[src/rtl/lcd_hd44780_ctrl.sv]
// HD44780 character LCD write controller: power-up delay, init ROM playback, then a
// valid/ready byte interface. Supports the 8-bit bus and the 4-bit (two-nibble) bus.
module lcd_hd44780_ctrl #(
  parameter int unsigned PWRUP_CYC    = 750000,
  parameter int unsigned SETUP_CYC    = 3,
  parameter int unsigned EN_HIGH_CYC  = 25,
  parameter int unsigned CMD_WAIT_CYC = 2000,
  parameter int unsigned CLR_WAIT_CYC = 82000,
  parameter int unsigned BUS_4BIT     = 0
) (
  input  logic       clk,
  input  logic       rst,
  input  logic       in_valid,
  input  logic       in_rs,
  input  logic [7:0] in_data,
  output logic       in_ready,
  output logic       init_done,
  output logic       busy,
  output logic [7:0] lcd_data,
  output logic       lcd_rw,
  output logic       lcd_rs,
  output logic       lcd_en
);

  localparam int unsigned MaxAB  = (PWRUP_CYC > SETUP_CYC) ? PWRUP_CYC : SETUP_CYC;
  localparam int unsigned MaxCD  = (EN_HIGH_CYC > CMD_WAIT_CYC) ? EN_HIGH_CYC : CMD_WAIT_CYC;
  localparam int unsigned MaxCDE = (MaxCD > CLR_WAIT_CYC) ? MaxCD : CLR_WAIT_CYC;
  localparam int unsigned MaxCyc = (MaxAB > MaxCDE) ? MaxAB : MaxCDE;
  localparam int unsigned CntW   = $clog2(MaxCyc + 1);
  localparam logic [3:0]  RomLen = (BUS_4BIT != 0) ? 4'd8 : 4'd7;

  typedef enum logic [2:0] {
    StPwrup, StInitLoad, StSetup, StEnHi, StHold, StWait, StIdle
  } state_e;

  state_e            r_state;
  state_e            w_state_d;
  state_e            w_load_dst;
  state_e            w_done_dst;
  logic [CntW-1:0]   r_cnt;
  logic [3:0]        r_rom_idx;
  logic              r_init_done;
  logic [7:0]        r_lcd_data;
  logic              r_lcd_rs;
  logic [3:0]        r_lo_nib;
  logic              r_nib_pend;
  logic              r_long_wait;

  logic [7:0]        w_rom_byte;
  logic              w_rom_single;
  logic              w_accept;
  logic              w_ld_en;
  logic [7:0]        w_ld_byte;
  logic              w_ld_rs;
  logic              w_ld_split;
  logic              w_ld_first;
  logic              w_counting;
  logic [31:0]       w_wait_n;
  logic              w_pwrup_last;
  logic              w_setup_last;
  logic              w_en_last;
  logic              w_wait_last;

  // Init ROM; 4-bit entries flagged single are sent as one high nibble only.
  always_comb begin
    w_rom_byte   = 8'h00;
    w_rom_single = 1'b0;
    if (BUS_4BIT != 0) begin
      case (r_rom_idx)
        4'd0, 4'd1, 4'd2: begin w_rom_byte = 8'h30; w_rom_single = 1'b1; end
        4'd3:    begin w_rom_byte = 8'h20; w_rom_single = 1'b1; end
        4'd4:    w_rom_byte = 8'h28;
        4'd5:    w_rom_byte = 8'h0C;
        4'd6:    w_rom_byte = 8'h01;
        4'd7:    w_rom_byte = 8'h06;
        default: w_rom_byte = 8'h00;
      endcase
    end else begin
      case (r_rom_idx)
        4'd0, 4'd1, 4'd2: w_rom_byte = 8'h30;
        4'd3:    w_rom_byte = 8'h38;
        4'd4:    w_rom_byte = 8'h0C;
        4'd5:    w_rom_byte = 8'h01;
        4'd6:    w_rom_byte = 8'h06;
        default: w_rom_byte = 8'h00;
      endcase
    end
  end

  assign w_accept     = in_valid && in_ready;
  assign w_ld_en      = (r_state == StInitLoad) || w_accept;
  assign w_ld_byte    = (r_state == StInitLoad) ? w_rom_byte : in_data;
  assign w_ld_rs      = (r_state == StInitLoad) ? 1'b0 : in_rs;
  assign w_ld_split   = (r_state == StInitLoad) ? !w_rom_single : 1'b1;
  assign w_ld_first   = (r_state == StInitLoad) && (r_rom_idx == 4'd0);

  assign w_wait_n     = r_long_wait ? CLR_WAIT_CYC : CMD_WAIT_CYC;
  assign w_pwrup_last = (r_cnt == CntW'(PWRUP_CYC - 1));
  assign w_setup_last = (r_cnt == CntW'(SETUP_CYC - 1));
  assign w_en_last    = (r_cnt == CntW'(EN_HIGH_CYC - 1));
  assign w_wait_last  = (r_cnt == CntW'(w_wait_n - 32'd1));
  assign w_counting   = (r_state == StPwrup) || (r_state == StSetup) ||
                        (r_state == StEnHi) || (r_state == StWait);

  always_comb begin
    w_load_dst = StSetup;
    if (SETUP_CYC == 0) w_load_dst = StEnHi;
    w_done_dst = StInitLoad;
    if (r_init_done || (r_rom_idx == RomLen)) w_done_dst = StIdle;
  end

  // FSM: state register
  always_ff @(posedge clk or negedge rst) begin
    if (!rst) r_state <= StPwrup;
    else      r_state <= w_state_d;
  end

  // FSM: next state
  always_comb begin
    w_state_d = r_state;
    unique case (r_state)
      StPwrup:    if ((PWRUP_CYC == 0) || w_pwrup_last) w_state_d = StInitLoad;
      StInitLoad: w_state_d = w_load_dst;
      StSetup:    if (w_setup_last) w_state_d = StEnHi;
      StEnHi:     if (w_en_last) w_state_d = StHold;
      StHold: begin
        if (r_nib_pend)           w_state_d = w_load_dst;
        else if (w_wait_n == 0)   w_state_d = w_done_dst;
        else                      w_state_d = StWait;
      end
      StWait:     if (w_wait_last) w_state_d = w_done_dst;
      StIdle:     if (w_accept) w_state_d = w_load_dst;
      default:    w_state_d = StPwrup;
    endcase
  end

  // FSM: outputs (lcd_en decodes the async-reset state, so reset drops it at once)
  always_comb begin
    lcd_en   = (r_state == StEnHi);
    busy     = (r_state != StIdle);
    in_ready = (r_state == StIdle) && r_init_done;
  end

  // Shared cycle counter restarts on every state change and never wraps.
  always_ff @(posedge clk or negedge rst) begin
    if (!rst)                        r_cnt <= '0;
    else if (w_state_d != r_state)   r_cnt <= '0;
    else if (w_counting)             r_cnt <= r_cnt + CntW'(1);
  end

  always_ff @(posedge clk or negedge rst) begin
    if (!rst) begin
      r_rom_idx   <= 4'd0;
      r_init_done <= 1'b0;
      r_lcd_data  <= 8'h00;
      r_lcd_rs    <= 1'b0;
      r_lo_nib    <= 4'h0;
      r_nib_pend  <= 1'b0;
      r_long_wait <= 1'b0;
    end else begin
      if (w_state_d == StIdle) r_init_done <= 1'b1;
      if (r_state == StInitLoad) r_rom_idx <= r_rom_idx + 4'd1;
      if (w_ld_en) begin
        r_lcd_rs    <= w_ld_rs;
        r_lcd_data  <= (BUS_4BIT != 0) ? {w_ld_byte[7:4], 4'h0} : w_ld_byte;
        r_lo_nib    <= w_ld_byte[3:0];
        r_nib_pend  <= (BUS_4BIT != 0) && w_ld_split;
        r_long_wait <= w_ld_first || (!w_ld_rs && (w_ld_byte[7:2] == 6'd0));
      end else if ((r_state == StHold) && r_nib_pend) begin
        r_lcd_data <= {r_lo_nib, 4'h0};
        r_nib_pend <= 1'b0;
      end
    end
  end

  assign init_done = r_init_done;
  assign lcd_data  = r_lcd_data;
  assign lcd_rs    = r_lcd_rs;
  assign lcd_rw    = 1'b0;

endmodule

[config.mk]
export PLATFORM = sky130hd
export DESIGN_NAME = lcd_hd44780_ctrl
export DESIGN_NICKNAME = d
export VERILOG_FILES = /design/src/rtl/lcd_hd44780_ctrl.sv
export SDC_FILE = /design/constraint.sdc
export NUM_CORES = 1
export LEC_CHECK = 0
export ABC_AREA = 1
export CAP_MARGIN = 10
export CORE_ASPECT_RATIO = 1.75
export CORE_UTILIZATION = 60
export CTS_CLUSTER_SIZE = 28
export DETAILED_ROUTE_END_ITERATION = 8
export HOLD_SLACK_MARGIN = 0.06
export PLACE_DENSITY = 0.83
export SLEW_MARGIN = 10
export SYNTH_ARGS = -nofsm -noshare
export SYNTH_HDL_FRONTEND = slang
export SYNTH_SLANG_ARGS = --single-unit
[constraint.sdc]
create_clock -name clk -period 3.2 [get_ports clk]
set_input_delay 0.96 -clock clk [delete_from_list [all_inputs] [get_ports clk]]
set_output_delay 0.96 -clock clk [all_outputs]
set_load 0.02 [all_outputs]
==> impl_metrics.csv <==
group,metric,value,unit
run_status,status,"finished clean",
detailed_routing,routedWlPerCell,13.9,um
floorplan,die_width,50.4,um
clock_tree,cts_tree,"yes",
synthesis,synthCells,357,
detailed_routing,dr.pass1.iters,4,
critical_path,crit_type,"reg2out",
critical_path,r2r_cells,11,
detailed_routing,final_antenna_net_count,0,
clock_tree,cts_setup_buffers,0,
synthesis,syn_nets,376,
detailed_routing,wl,5930,um
detailed_routing,viasPerCell,5.40,
clock_tree,hold_buffers,0,
final_layout,final_cell_mix,"85 x nand2_1, 73 x nor2_1, 46 x inv_1",
synthesis,ys_seq_elements,38,
timing,slew_violations,0,
floorplan,die-area,0.00436,sq mm
timing,clock.fmax,353,MHz
placement,place_hpwl,4480,um
power_and_ir_drop,p_per_area,360,mW/mm^2
floorplan,pin_count,26,
critical_path,cp.arrival,1.88,ns
global_route,grt_max_degree,39,
hold_path,min_to,"lcd_data[2]$_DFFE_PN0N_",
final_layout,antennaDiodeCount,0,
timing,setup_viol,0,
placement,place_inst,420,
synthesis,syn_area_per_cell,6.88,sq um
placement,placed_cell_area,0.00270,sq mm
global_route,antenna_found_initial,0,
critical_path,crit_fanout,6,
critical_path,endpoint_kind,"primary output",
power_and_ir_drop,vdd_ir_drop_max,0.359,mV
synthesis,seq_area_frac_synth,38.7,%
timing,hold_slack,0.519,ns
hold_path,hold_path_class,"reg2reg",
final_layout,area_growth,15.7,%
final_layout,instances_no_fill,428,
hold_path,hp-start,"lcd_data[2]$_DFFE_PN0N_",
floorplan,die_h,86.6,um
clock_tree,clk_latency,0.30,ns
clock_tree,clk_path_buf_depth,2,
timing,tns,0,ns
critical_path,start_kind,"flop",
synthesis,syn_area,0.00246,sq mm
detailed_routing,drt_iter0_drc,59,
global_route,overflow,0,
final_layout,finalNetCount,398,
critical_path,timing.rr.end,"r_cnt[12]$_DFFE_PN0P_",
floorplan,core_area,0.00390,sq mm
clock_tree,cts_resized,0,
placement,port_buffers,24,
hold_path,worstHoldPathCells,2,
timing,finalClockSkew,0.00673,ns
clock_tree,h-tree-depth,2,
timing,fin_crit,2.84,ns
timing,min_period_over_period,88.6,%
placement,gp_congestion,0.915,
detailed_routing,drc_errors,0,
critical_path,cp.required,2.24,ns
clock_tree,clk_root_buffer_cell,"clkbuf_8",
final_layout,utilization,72.8,%
global_route,grt_usage,30.9,%
synthesis,synthDistinctLibCells,25,
timing,hold_viol_final,0,
critical_path,reg2reg_slack,0.97,ns
global_route,grt_pass1_wl,10100,um
global_route,first_global_vias,2375,
final_layout,drive_gt1_share,4.47,%
floorplan,start_util,62.9,%
power_and_ir_drop,leakage,0.00140,uW
clock_tree,path_clk_slew,0.08,ns
synthesis,yosys_warnings,0,
run,maxCapViolCount,0,
final_layout,fin_area,0.00284,sq mm
clock_tree,cts.sinks,38,
timing,grt_setup_unrepaired,"no",
detailed_routing,vias,2310,
final_layout,final_common_cell,"nand2_1",
clock_tree,cts_buffers,5,
critical_path,reg2reg_from,"r_cnt[1]$_DFFE_PN0P_",
timing,worst_pin_slew,0.836,ns
floorplan,rows,30,
timing,relSlewSlack,44.3,%
-- logic make-up after synthesis --
logic type / after synthesis / share of synthesized area (%)
buffers and inverters: 58 / 9.93
other: 1 / 0.153
flip-flops: 38 / 38.7
XOR/XNOR: 16 / 5.71
AO/OA/AOI/OAI: 19 / 3.97
AND/OR/NAND/NOR: 218 / 38.0
adder cells (fa/ha/maj): 7 / 3.57
-- sequential cells by signal, summed over array words and instances, names as in the netlist --
signal       cells
r_state          3
r_long_wait      1
init_done        1
r_cnt           20
lcd_rs           1
lcd_data         8
r_rom_idx        4
-- routing by layer --
metal | GRT usage [%] | routed length (um)
met1 | 29.0 | 2170
met2 | 58.5 | 3300
met3 | 5.09 | 169
met4 | 21.0 | 295
met5 | 0 | 0
-- how the worst max path moves through the flow --
stage                               startpoint                     to  slack [ns]  depth (start not counted)
after floorplan           r_state[0]$_DFF_PN0_               in_ready        1.08                          4
after detailed placement              in_valid  r_cnt[15]$_DFFE_PN0P_        0.40                          9
after global routing      r_state[2]$_DFF_PN0_               in_ready        0.28                          5
after CTS                 r_state[2]$_DFF_PN0_               in_ready        0.39                          5
final                     r_state[2]$_DFF_PN0_               in_ready        0.36                          5
after global placement                in_valid   r_cnt[1]$_DFFE_PN0P_        0.54                          9
-- area by class of cell --
type | instances | area (sq um)
fill | 346 | 1060
tap | 48 | 60.1
clock buffer | 6 | 82.6
inverter | 47 | 176
timing repair buffer | 26 | 250
multi-input combinational | 261 | 1260
clock inverter | 2 | 60.1
sequential | 38 | 951
-- per-stage QoR --
| stage | total power (uW) | setup slack [ns] |
|---|---|---|
| 2_1_floorplan | 497 | 1.08 |
| 3_3_place_gp | 518 | 0.535 |
| 3_5_place_dp | 519 | 0.398 |
| 4_1_cts | 1030 | 0.385 |
| 5_1_grt | 1050 | 0.282 |
| 6_report | 1020 | 0.364 |
-- worst max-delay path: stages, from the launching register on --
cell             delay, ns
dfrtp_1               0.44
inv_2                 0.12
nor3_4                0.23
inv_1                 0.08
nor2_1                0.09
clkdlybuf4s50_1       0.61
-- Yosys cell counts --
library cell	n	area share, %
nand2_1	85	13
nor3_2	1	0.41
ha_1	7	3.6
nor3_4	1	0.66
nor2_1	73	11
xor2_1	15	5.3
inv_2	1	0.15
o22ai_1	1	0.25
nor2_2	1	0.25
buf_2	6	1.2
nor3_1	7	1.4
a31oi_1	1	0.25
nand3_2	2	0.82
inv_1	46	7.0
o21ai_0	11	2.2
xnor2_1	1	0.36
buf_6	2	0.92
buf_1	2	0.31
nand4_1	8	2.0
and2_1	1	0.25
a21oi_1	6	1.2
dfrtp_1	38	39
buf_4	1	0.31
conb_1	1	0.15
nand3_1	39	7.9
-- report_power, final --
| group | internal (uW) | switching, uW | total (uW) |
|---|---|---|---|
| clock | 333 | 183 | 516 |
| combinational | 13.6 | 15.2 | 28.8 |
| sequential | 480 | 0 | 480 |
| total | 826 | 198 | 1020 |
Note: power is estimated with default switching activity, not from simulation.
